--- src/rtl/jam_host_pkg.sv ---
// Shared definitions for the jam_host block: state encoding, table geometry
// and result widths used by the host controller and its cost table.
package jam_host_pkg;

  localparam int TABLE_DEPTH = 64;
  localparam int ADDR_W      = 6;
  localparam int IDX_W       = 3;
  localparam int COST_W      = 7;
  localparam int MIN_W       = 10;
  localparam int CNT_W       = 4;
  localparam int WDOG_W      = 20;
  localparam logic [WDOG_W-1:0] WDOG_MAX = 20'd1048575;

  typedef enum logic [2:0] {
    ST_IDLE  = 3'd0,
    ST_LOAD  = 3'd1,
    ST_JRST  = 3'd2,
    ST_SERVE = 3'd3,
    ST_DONE  = 3'd4
  } state_t;

  // Row-major table index: worker selects the row of eight jobs.
  function automatic logic [ADDR_W-1:0] table_index(input logic [IDX_W-1:0] worker,
                                                    input logic [IDX_W-1:0] job);
    return {worker, job};
  endfunction

endpackage

--- src/rtl/jam_cost_table.sv ---
// 64-entry cost register file: one synchronous write port, one combinational
// read port, cleared to zero by the asynchronous reset.
module jam_cost_table
  import jam_host_pkg::*;
(
  input  logic              CLK,
  input  logic              RST,
  input  logic              wr_en,
  input  logic [ADDR_W-1:0] wr_addr,
  input  logic [COST_W-1:0] wr_data,
  input  logic [ADDR_W-1:0] rd_addr,
  output logic [COST_W-1:0] rd_data
);

  logic [COST_W-1:0] mem [TABLE_DEPTH];

  // Storage array: whole table cleared on reset, single entry written per cycle.
  always_ff @(posedge CLK or posedge RST) begin
    if (RST) begin
      for (int i = 0; i < TABLE_DEPTH; i++) begin
        mem[i] <= '0;
      end
    end else if (wr_en) begin
      mem[wr_addr] <= wr_data;
    end
  end

  assign rd_data = mem[rd_addr];

endmodule

--- src/rtl/jam_host.sv ---
// Host controller for the assignment engine: loads the cost table, holds the
// engine in reset while loading, serves costs, checks the engine result
// against the expected values and bounds the run with a watchdog.
module jam_host
  import jam_host_pkg::*;
#(
  parameter logic [WDOG_W-1:0] WDOG_LIMIT = WDOG_MAX
)
(
  input  logic              CLK,
  input  logic              RST,
  input  logic              start,
  input  logic [MIN_W-1:0]  exp_min,
  input  logic [CNT_W-1:0]  exp_cnt,
  input  logic              load_valid,
  input  logic [COST_W-1:0] load_data,
  output logic              load_ready,
  output logic              jam_rst,
  input  logic [IDX_W-1:0]  W,
  input  logic [IDX_W-1:0]  J,
  output logic [COST_W-1:0] Cost,
  input  logic              Valid,
  input  logic [MIN_W-1:0]  MinCost,
  input  logic [CNT_W-1:0]  MatchCount,
  output logic              done,
  output logic              pass,
  output logic              timeout
);

  state_t state;
  state_t state_next;

  logic [ADDR_W-1:0] ptr;
  logic              jrst_cnt;
  logic [WDOG_W-1:0] wdog;
  logic [WDOG_W-1:0] wdog_inc;
  logic [MIN_W-1:0]  exp_min_q;
  logic [CNT_W-1:0]  exp_cnt_q;
  logic              done_q;
  logic              pass_q;
  logic              timeout_q;

  logic accept_start;
  logic write_en;
  logic serve_valid;
  logic serve_expire;

  assign wdog_inc = wdog + 1'b1;

  jam_cost_table u_table (
    .CLK     (CLK),
    .RST     (RST),
    .wr_en   (write_en),
    .wr_addr (ptr),
    .wr_data (load_data),
    .rd_addr (table_index(W, J)),
    .rd_data (Cost)
  );

  // State register.
  always_ff @(posedge CLK or posedge RST) begin
    if (RST) begin
      state <= ST_IDLE;
    end else begin
      state <= state_next;
    end
  end

  // Next-state decode plus the control strobes derived from the current state.
  always_comb begin
    state_next   = state;
    load_ready   = 1'b0;
    jam_rst      = 1'b0;
    accept_start = 1'b0;
    write_en     = 1'b0;
    serve_valid  = 1'b0;
    serve_expire = 1'b0;
    case (state)
      ST_IDLE, ST_DONE: begin
        jam_rst = (state == ST_IDLE);
        if (start) begin
          accept_start = 1'b1;
          state_next   = ST_LOAD;
        end
      end
      ST_LOAD: begin
        load_ready = 1'b1;
        jam_rst    = 1'b1;
        if (load_valid) begin
          write_en = 1'b1;
          if (ptr == ADDR_W'(TABLE_DEPTH - 1)) begin
            state_next = ST_JRST;
          end
        end
      end
      ST_JRST: begin
        jam_rst = 1'b1;
        if (jrst_cnt) begin
          state_next = ST_SERVE;
        end
      end
      ST_SERVE: begin
        if (Valid) begin
          serve_valid = 1'b1;
          state_next  = ST_DONE;
        end else if (wdog_inc == WDOG_LIMIT) begin
          serve_expire = 1'b1;
          state_next   = ST_DONE;
        end
      end
      default: begin
        state_next = ST_IDLE;
      end
    endcase
  end

  // Write pointer walks the table once per run, restarted by an accepted start.
  always_ff @(posedge CLK or posedge RST) begin
    if (RST) begin
      ptr <= '0;
    end else if (accept_start) begin
      ptr <= '0;
    end else if (write_en) begin
      ptr <= ptr + 1'b1;
    end
  end

  // Two-cycle engine reset window between loading and serving.
  always_ff @(posedge CLK or posedge RST) begin
    if (RST) begin
      jrst_cnt <= 1'b0;
    end else if (state == ST_JRST) begin
      jrst_cnt <= ~jrst_cnt;
    end else begin
      jrst_cnt <= 1'b0;
    end
  end

  // Watchdog counts serve cycles; it holds its value once the run has ended.
  always_ff @(posedge CLK or posedge RST) begin
    if (RST) begin
      wdog <= '0;
    end else if (accept_start) begin
      wdog <= '0;
    end else if (state == ST_SERVE) begin
      wdog <= wdog_inc;
    end
  end

  // Expected result captured when a run is accepted.
  always_ff @(posedge CLK or posedge RST) begin
    if (RST) begin
      exp_min_q <= '0;
      exp_cnt_q <= '0;
    end else if (accept_start) begin
      exp_min_q <= exp_min;
      exp_cnt_q <= exp_cnt;
    end
  end

  // Result flags: cleared by a new run, set on the engine strobe or watchdog expiry.
  always_ff @(posedge CLK or posedge RST) begin
    if (RST) begin
      done_q    <= 1'b0;
      pass_q    <= 1'b0;
      timeout_q <= 1'b0;
    end else if (accept_start) begin
      done_q    <= 1'b0;
      pass_q    <= 1'b0;
      timeout_q <= 1'b0;
    end else if (serve_valid) begin
      done_q    <= 1'b1;
      pass_q    <= (MinCost == exp_min_q) && (MatchCount == exp_cnt_q);
      timeout_q <= 1'b0;
    end else if (serve_expire) begin
      done_q    <= 1'b1;
      pass_q    <= 1'b0;
      timeout_q <= 1'b1;
    end
  end

  assign done    = done_q;
  assign pass    = pass_q;
  assign timeout = timeout_q;

endmodule

--- config.mk ---
export PLATFORM = sky130hd
export DESIGN_NAME = jam_host
export DESIGN_NICKNAME = d
export VERILOG_FILES = /design/src/rtl/jam_host_pkg.sv /design/src/rtl/jam_cost_table.sv /design/src/rtl/jam_host.sv
export SDC_FILE = /design/constraint.sdc
export NUM_CORES = 1
export LEC_CHECK = 0
export CAP_MARGIN = 10
export CORE_MARGIN = 2
export CORE_UTILIZATION = 30
export DETAILED_ROUTE_END_ITERATION = 8
export GPL_TIMING_DRIVEN = 0
export SLEW_MARGIN = 20
export SYNTH_ARGS = -nofsm -noshare
export SYNTH_HDL_FRONTEND = slang
export SYNTH_SLANG_ARGS = --single-unit
--- constraint.sdc ---
create_clock -name CLK -period 23.2 [get_ports CLK]
set_clock_uncertainty 0.2 [all_clocks]
set_input_delay 3.48 -clock CLK [delete_from_list [all_inputs] [get_ports CLK]]
set_output_delay 3.48 -clock CLK [all_outputs]
set_load 0.05 [all_outputs]
After elaboration in Yosys (flattened, before gate mapping)
Cells that the tools add are included.
{"block": "classes", "n_bitwise": 3, "n_eq_ne": 13, "div": 0, "mux": 37, "reduce_logical": 9, "n_shift": 0, "add_sub_neg": 2, "mul": 0, "magnitude_cmp": 3}
{"cell": "$bwmux W448", "count": 1}
{"cell": "$bmux W7 S6", "count": 1}
{"cell": "$demux W7 S6", "count": 1}
{"cell": "$mux W20", "count": 2}
{"cell": "$mux W7", "count": 3}
{"cell": "$add A20 B1 Y20 const B", "count": 1}
{"cell": "$eq A20 B20 Y1 const B", "count": 1}
{"cell": "$mux W1", "count": 19}
{"cell": "$mux W3", "count": 6}
{"cell": "$ge A7 B7 Y1 const B", "count": 2}
{"cell": "$not A6 Y7", "count": 2}
{"cell": "$mux W6", "count": 2}
{"cell": "$pmux W3 S4", "count": 1}
{"cell": "$eq A10 B10 Y1", "count": 1}
{"cell": "$ne A2 B2 Y1 const B", "count": 4}
{"cell": "$lt A7 B1 Y1 const B", "count": 1}
{"cell": "$add A6 B1 Y6 const B", "count": 1}
{"cell": "$eq A3 B2 Y1 const B", "count": 2}
{"cell": "$eq A6 B6 Y1 const B", "count": 1}
{"cell": "$reduce_and A5 Y1", "count": 1}
{"cell": "$eq A4 B4 Y1", "count": 1}
{"cell": "$reduce_bool A2 Y1", "count": 2}
{"cell": "$reduce_or A2 Y1", "count": 2}
{"cell": "$eq A3 B1 Y1 const B", "count": 1}
{"cell": "7 further kinds", "count": 8}
{"block": "word_totals", "reg_bits": 495, "mem_bits_rw": 0, "out_inout_bits": 12, "input_bits": 46, "mem_count": 0, "latch_bits": 0, "word_cells": 140, "romBits": 0}

Longest topological paths before layout
Gate-level depths: netlist of run 1.
{"block": "logic_depth", "word_depth": 8, "mapped_depth": 9, "depth_no_buf": 8}

Cells and area by module
A second synthesis of run 1 with hierarchy kept.
{"block": "unflattened", "hier_cells": 1632, "hier_area_um2": 23311.1}
{"module": "jam_cost_table", "cells_each": 1324, "area_per_inst_um2": 20632.3, "n_inst": 1, "seq_area_each_um2": 11210.8}
{"module": "jam_host", "cells_each": 308, "area_per_inst_um2": 2678.8, "n_inst": 1, "seq_area_each_um2": 1176.1}

Worst setup path before layout of run 1
OpenSTA, ideal clock, no wires.
{"block": "synth_path", "path_type": "in2out", "startpoint": "in J[0]", "endpoint": "out Cost[0]", "t_required_ns": 19.520, "n_path_buf": 2, "setup_slack_ns": 13.876, "path_stages": 6, "arrival_time_ns": 5.644, "path_cell_list": "clkbuf_1 > buf_1 > mux4_2 > mux4_2 > a22oi_1 > nand2_1"}
{"block": "synth_via", "elab_chain_cells": 4}
{"item": "start: declaration", "line": "jam_host.sv:20", "rtl": "input logic [IDX_W-1:0] J,"}
{"item": "$not A6 Y7 (not written as such)", "line": "jam_cost_table.sv:28", "rtl": "assign rd_data = mem[rd_addr];"}
{"item": "$bmux W7 S6", "line": "jam_cost_table.sv:28"}
{"item": "$mux W7 (not written as such) (2 in series)", "line": "jam_cost_table.sv:28"}
{"item": "end: declaration", "line": "jam_host.sv:21", "rtl": "output logic [COST_W-1:0] Cost,"}
No other way between the ends. The select of a mux whose other input is x is not followed.

Final worst setup path of run 1
{"block": "layout_path", "startpoint": "in J[1]", "endpoint": "out Cost[1]"}
Same word-level chain as after synthesis.

==> reports/results.ini, run 1 <==
[outcome]
status=finished, final reports clean

[critical_path]
worst-path-max-fanout=10
crit_family=buffers and inverters
crit_path_cell_trace=clkbuf_1 -> clkbuf_1 -> mux4_2 -> mux4_2 -> a22oi_1 -> nand2_1 -> clkdlybuf4s50_1
worstSetupPathType=input port to output port
crit_buf_inv=3
worstPathArrival_ns=7.17
crit_slowest_cell=clkbuf_1
required_ns=19.52
setup.worst_path.end_class=output port
worstSetupStartpointType=input port
critPathMaxStageDelay_ns=0.84

[timing]
hold_violations=0
rsz0062_at_grt=no
relSlewSlack_pct=24.6
min_period_ns=10.85
slew_violations=0
finalSetupViolCount=0
max_freq_ghz=0.0922
fin_crit_sh_pct=46.8
tightest_slew_ns=1.13
tns_ns=0

[global_routing]
grt_busiest_layer=met2
met2_usage_pct=26.4
grt_antenna_before_repair=0
track_usage_pct=16.7
grt_pass1_wl_mm=99.2
grt_pass1_vias=15073
grt_max_degree=109
grt.met1_usage_pct=23.3
met3_usage_pct=2.82
overflow=0

[floorplanning]
row_count=101
dieArea_um2=79500
core_um2=76200
die_h_um=282
die_w_um=282
io_pins=58
start_util_pct=30.4

[clock_tree]
htreeDepth=2
clock_sinks=495
ctsResizeCount=0
cts_buffer_depth=3
postCtsSetupBuffers=0
cts_tree=built
numCtsBuffers=52
clk_latency_ns=0.59
cts-root-buf=clkbuf_16
cts_hold_buf=0
cts.reportedPaths.clkPinSlew_ns=0.06

[placement]
post_dp_cell_area_um2=25100
post-dp-hpwl_mm=45.8
gp_congestion=0.890
portBuffers=46

[layout]
drive_gt1_share_pct=44.2
multi_input_area_um2=10300
area_growth_pct=16.1
antenna_cells=0
regArea_um2=12400
n_fill_cell=7290
design_area_um2=26900
nets=1715

[detailed_routing]
ant_nets=0
dr.first_iter.drc_count=892
drt_pre_antenna_iters=5
drt-vias-per-instance=5.15
wl_mm=64.8
num_vias=14096
routedWlPerCell_um=23.6
drc_errors=0

[power]
ir_worst_vdd_uv=68.5
total_leakage_power_nw=12.0
p_per_area_nw_per_um2=108

[yosys]
synth_cell_types=57
synthCells=1561
synth_flop_cell=dfrtp_1
synth-edff-count=0
synth.avg_cell_area_um2=14.9
async_reset_ff_share_pct=100
ys_seq_area_share_pct=53.4
syn_nets=1610
ys_warn_count=0
synth.cell_area_um2=23200
synth-seq-cells=495

[job]
cap_violations=0

[min_path]
min_path_type=register to register

[cell usage after synthesis (all sizes together), types with 4 or more instances]
library cell	count	area [µm²]
a21oi	10	50.1
a22oi	15	113
a31oi	8	50.1
and2	6	37.5
and3	4	25.0
buf	34	159
clkbuf	89	335
dfrtp	495	12400
inv	5	18.8
mux2	448	5040
mux4	140	3150
nand2	102	450
nand3	11	65.1
nand3b	6	45.0
nand4	16	100
nor2	59	304
nor3	6	46.3
nor3b	6	56.3
nor4	4	40.0
o21ai	33	165
o31ai	6	45.0
xnor2	20	175
[routing by layer]
metal  share of wire, %  up-vias
li1                   -     6000
met1                 46     7641
met2                 46      353
met3                4.8      102
met4                3.0        0
met5                  0        -
[cell usage in the layout (no fill, tap or decap), types with 8 or more instances in the layout]
master / count
dfrtp_1: 495
mux2_2: 443
mux4_2: 140
clkbuf_1: 97
nand2_1: 93
clkbuf_16: 52
clkdlybuf4s50_1: 46
nor2_2: 33
o21ai_0: 33
nor2_1: 26
buf_2: 20
xnor2_1: 20
nand4_1: 16
clkbuf_8: 16
a22oi_1: 15
buf_1: 11
a21oi_1: 10
nand2_4: 9
nand3_1: 9
a31oi_1: 8
[report_power, final]
part	switching [mW]	internal (mW)
logic	0.351	0.389
registers	0.144	1.12
clock network	0.362	0.531
total	0.857	2.04
[sequential cells by signal, indices dropped and copies added, names as in the netlist]
name	count
u_table.mem	448
wdog	20
exp_min_q	10
ptr	6
exp_cnt_q	4
state	3
done	1
jrst_cnt	1
pass	1
timeout	1
[path summary, 6_finish.rpt]
path / from / endpoint / slack (ns) / cells after the start
max reg2reg: state[2]$_DFFE_PP0P_ / u_table.mem[162]$_DFFE_PP0P_ / 20.14 / 8
max: J[1] / Cost[1] / 12.35 / 7
min in group asynchronous: RST / u_table.mem[57]$_DFFE_PP0P_ / 3.03 / 2
max in group asynchronous: RST / u_table.mem[396]$_DFFE_PP0P_ / 17.72 / 6
min reg2reg: jrst_cnt$_DFF_PP0_ / jrst_cnt$_DFF_PP0_ / 0.26 / 1
min: jrst_cnt$_DFF_PP0_ / jrst_cnt$_DFF_PP0_ / 0.26 / 1
[logic make-up (layout without fill, tap and decap cells)]
logic type      after synthesis  after routing  share of synthesized area [%]
compound gates               82             82                           2.19
flops                       495            495                           53.4
buf+inv                     128            276                           2.21
simple gates                241            241                           5.76
fa+ha+maj                     3              3                          0.162
mux                         589            589                           35.4
xor+xnor                     23             23                          0.869
[cell type report]
type                       count  share of cell area [%]
buffer                       123                    1.85
clock buffer                  77                    5.78
clock inverter                20                    1.05
inverter                       5                  0.0976
multi-input combinational    938                    38.2
sequential                   495                    46.0
tap                         1030                    4.79
timing repair buffer          51                    2.22
[metrics by stage]
stage,util (%),power (mW),hold WS (ns),worst slack (ns),instances
3_3_place_gp,32.7,1.98,0.225,0.271,2637
5_1_grt,35.3,3.05,0.279,12.26,2739
2_1_floorplan,-,1.80,0.209,5.70,1561
4_1_cts,35.3,2.92,0.263,12.39,2739
3_5_place_dp,32.9,2.02,0.251,12.39,2642
6_report,35.3,2.90,0.262,12.35,2739
Power figures use the tool's default switching activity.
==> run 2, diff against run 1 <==
clock period = 8.8 ns   (was 23.2 ns; I/O delays follow)
==> run 2 against run 1 <==
Sequential power rose to 2.6 times the previous value. Sequential share of layout area is 0.59 points lower. Setup slack got worse by 10 ns. Sequential cell count unchanged. Largest cell class unchanged.
==> reports/results.ini, run 2 (same netlist as run 1, synthesis figures left out) <==
[timing]
min_period_ns=6.49
hold_violations=0  ; unchanged
tns_ns=0  ; unchanged
fin_crit_sh_pct=73.7
slew_violations=0  ; unchanged
relSlewSlack_pct=23.8  ; -0.76 points
finalSetupViolCount=0  ; unchanged
max_freq_ghz=0.154
rsz0062_at_grt=no
tightest_slew_ns=1.14  ; +0.0151 ns

[layout]
fin_cells=2753  ; +0.51%
most-common-layout-cells=495 x dfrtp_1, 443 x mux2_2, 140 x mux4_2
final_common_cell=dfrtp_1
area_growth_pct=17.6
nets=1730  ; +0.87%
largest_reg_flops=448  ; unchanged
largestRegisters=u_table.mem: 448 flops, wdog: 20 flops, exp_min_q: 10 flops
final_util_pct=35.8  ; +0.46 points
antenna_cells=0  ; unchanged
drive_gt1_share_pct=44.9  ; +0.74 points
regMostFlops=u_table.mem
design_area_um2=27300  ; +1.3%

[floorplanning]
dieArea_um2=79500  ; unchanged
row_count=101  ; unchanged
start_util_pct=30.4  ; unchanged
core_um2=76200  ; unchanged
die_h_um=282  ; unchanged
die_w_um=282  ; unchanged
io_pins=58  ; unchanged

[detailed_routing]
ant_nets=0  ; unchanged
drt_pre_antenna_iters=4  ; -1
drt-vias-per-instance=5.20  ; +1.0%
routedWlPerCell_um=24.6  ; +4.2%
dr.first_iter.drc_count=1151  ; +29%
drc_errors=0  ; unchanged
wl_mm=67.8  ; +4.7%
num_vias=14314  ; +1.5%

[placement]
gp_congestion=0.831  ; -6.7%
post_dp_cell_area_um2=25400  ; +1.1%
portBuffers=46  ; unchanged
post-dp-hpwl_mm=46.6  ; +1.8%
dp_cells=2656  ; +0.53%

[clock_tree]
htreeDepth=2  ; unchanged
clock_sinks=495  ; unchanged
postCtsSetupBuffers=0  ; unchanged
cts_buffer_depth=3  ; unchanged
cts_hold_buf=0  ; unchanged
cts_tree=built
cts-root-buf=clkbuf_16
clk_latency_ns=0.62  ; +0.03 ns
ctsResizeCount=0  ; unchanged
numCtsBuffers=53  ; +1.9%
cts.reportedPaths.clkPinSlew_ns=0.05  ; about the same

[critical_path]
worstSetupStartpointType=input port
worst-path-max-fanout=10  ; unchanged
setup.worst_path.end_class=output port
required_ns=7.28  ; -12.24 ns
worstSetupPathType=input port to output port
worstPathArrival_ns=4.97  ; -2.20 ns

[global_routing]
grt_antenna_before_repair=0  ; unchanged
grt_pass1_wl_mm=102  ; +3.1%
track_usage_pct=17.5  ; +0.77 points
grt_pass1_vias=15432  ; +2.4%
overflow=0  ; unchanged
grt_max_degree=37  ; -66%

[power]
total_leakage_power_nw=12.2  ; +1.5%
ir_worst_vdd_uv=191  ; +180%
p_per_area_nw_per_um2=286  ; +170%

[job]
cap_violations=0  ; unchanged

[min_path]
min_path_type=register to register

[outcome]
status=finished, final reports clean

[run 2: changes by cell type in the layout (fill, tap and decap cells not counted), sizes merged]
| cell | before | now |
|---|---|---|
| buf | 38 | 51 |
| bufinv | 6 | 7 |
| clkbuf | 167 | 166 |
| clkinv | 7 | 12 |
| clkinvlp | 5 | 2 |
| inv | 7 | 6 |
[run 2: worst paths after layout]
| check | to | start | slack, ns | cells after the start |
|---|---|---|---|---|
| setup / recovery | Cost[0] | J[1] | 2.31 | 7 |
| hold / removal | jrst_cnt$_DFF_PP0_ | jrst_cnt$_DFF_PP0_ | 0.27 | 1 |
| setup reg to reg | u_table.mem[385]$_DFFE_PP0P_ | state[2]$_DFFE_PP0P_ | 5.48 | 8 |
| hold reg to reg | jrst_cnt$_DFF_PP0_ | jrst_cnt$_DFF_PP0_ | 0.27 | 1 |
| max in group asynchronous | u_table.mem[440]$_DFFE_PP0P_ | RST | 6.35 | 7 |
| min in group asynchronous | u_table.mem[23]$_DFFE_PP0P_ | RST | 0.93 | 3 |
[run 2: layer usage]
metal | track usage (%) | vias to the layer above | share of wire (%) | wire length, µm
li1 | - | 6011 | - | -
met1 | 23.4 | 7755 | 44 | 29500
met2 | 28.5 | 426 | 48 | 32400
met3 | 3.13 | 122 | 5.5 | 3750
met4 | 6.15 | 0 | 3.2 | 2170
met5 | 0 | - | 0 | 0
[run 2: power breakdown]
part / switching, mW / internal (mW)
sequential: 0.394 / 2.97
clock: 0.983 / 1.45
combinational: 0.972 / 1.04
total: 2.35 / 5.46
[run 2: cell type report]
cell class,instances,area [µm²]
Fill cell,7218,48900
Sequential cell,495,12400
Multi-Input combinational cell,938,10300
Clock buffer,75,1570
Tap cell,1030,1290
Timing Repair Buffer,65,873
Buffer,123,499
Clock inverter,22,345
Inverter,5,22.5
[run 2: worst max-delay path: stages]
cell and delay, ns:
clkbuf_1 0.46, clkbuf_1 0.90, mux4_2 0.48, mux4_2 0.54, a22oi_1 0.35, nand2_1 0.17
clkdlybuf4s50_1 0.73
[run 2: per-stage QoR]
step / setup WS (ns) / hold WS [ns] / power [mW]
2_1_floorplan: 0.565 / 0.209 / 4.75
3_3_place_gp: -2.44 / 0.221 / 5.28
3_5_place_dp: 2.29 / 0.243 / 5.40
4_1_cts: 2.30 / 0.263 / 7.84
5_1_grt: 2.23 / 0.276 / 8.17
6_report: 2.31 / 0.266 / 7.80
==> run 3, diff against run 2 <==
clock period = 6 ns   (was 8.8 ns; I/O delays follow)
==> results of run 3 <==
Same layout as run 2 (identical final DEF). Status: finished, final reports clean.
Main changes from that run: setup slack after placement 2.29 ns -> 0.334 ns; setup slack after layout 2.31 ns -> 0.352 ns; register-to-register setup slack 5.48 ns -> 2.68 ns; total power 7.80 mW -> 11.4 mW; worst IR drop on VDD 191 µV -> 279 µV
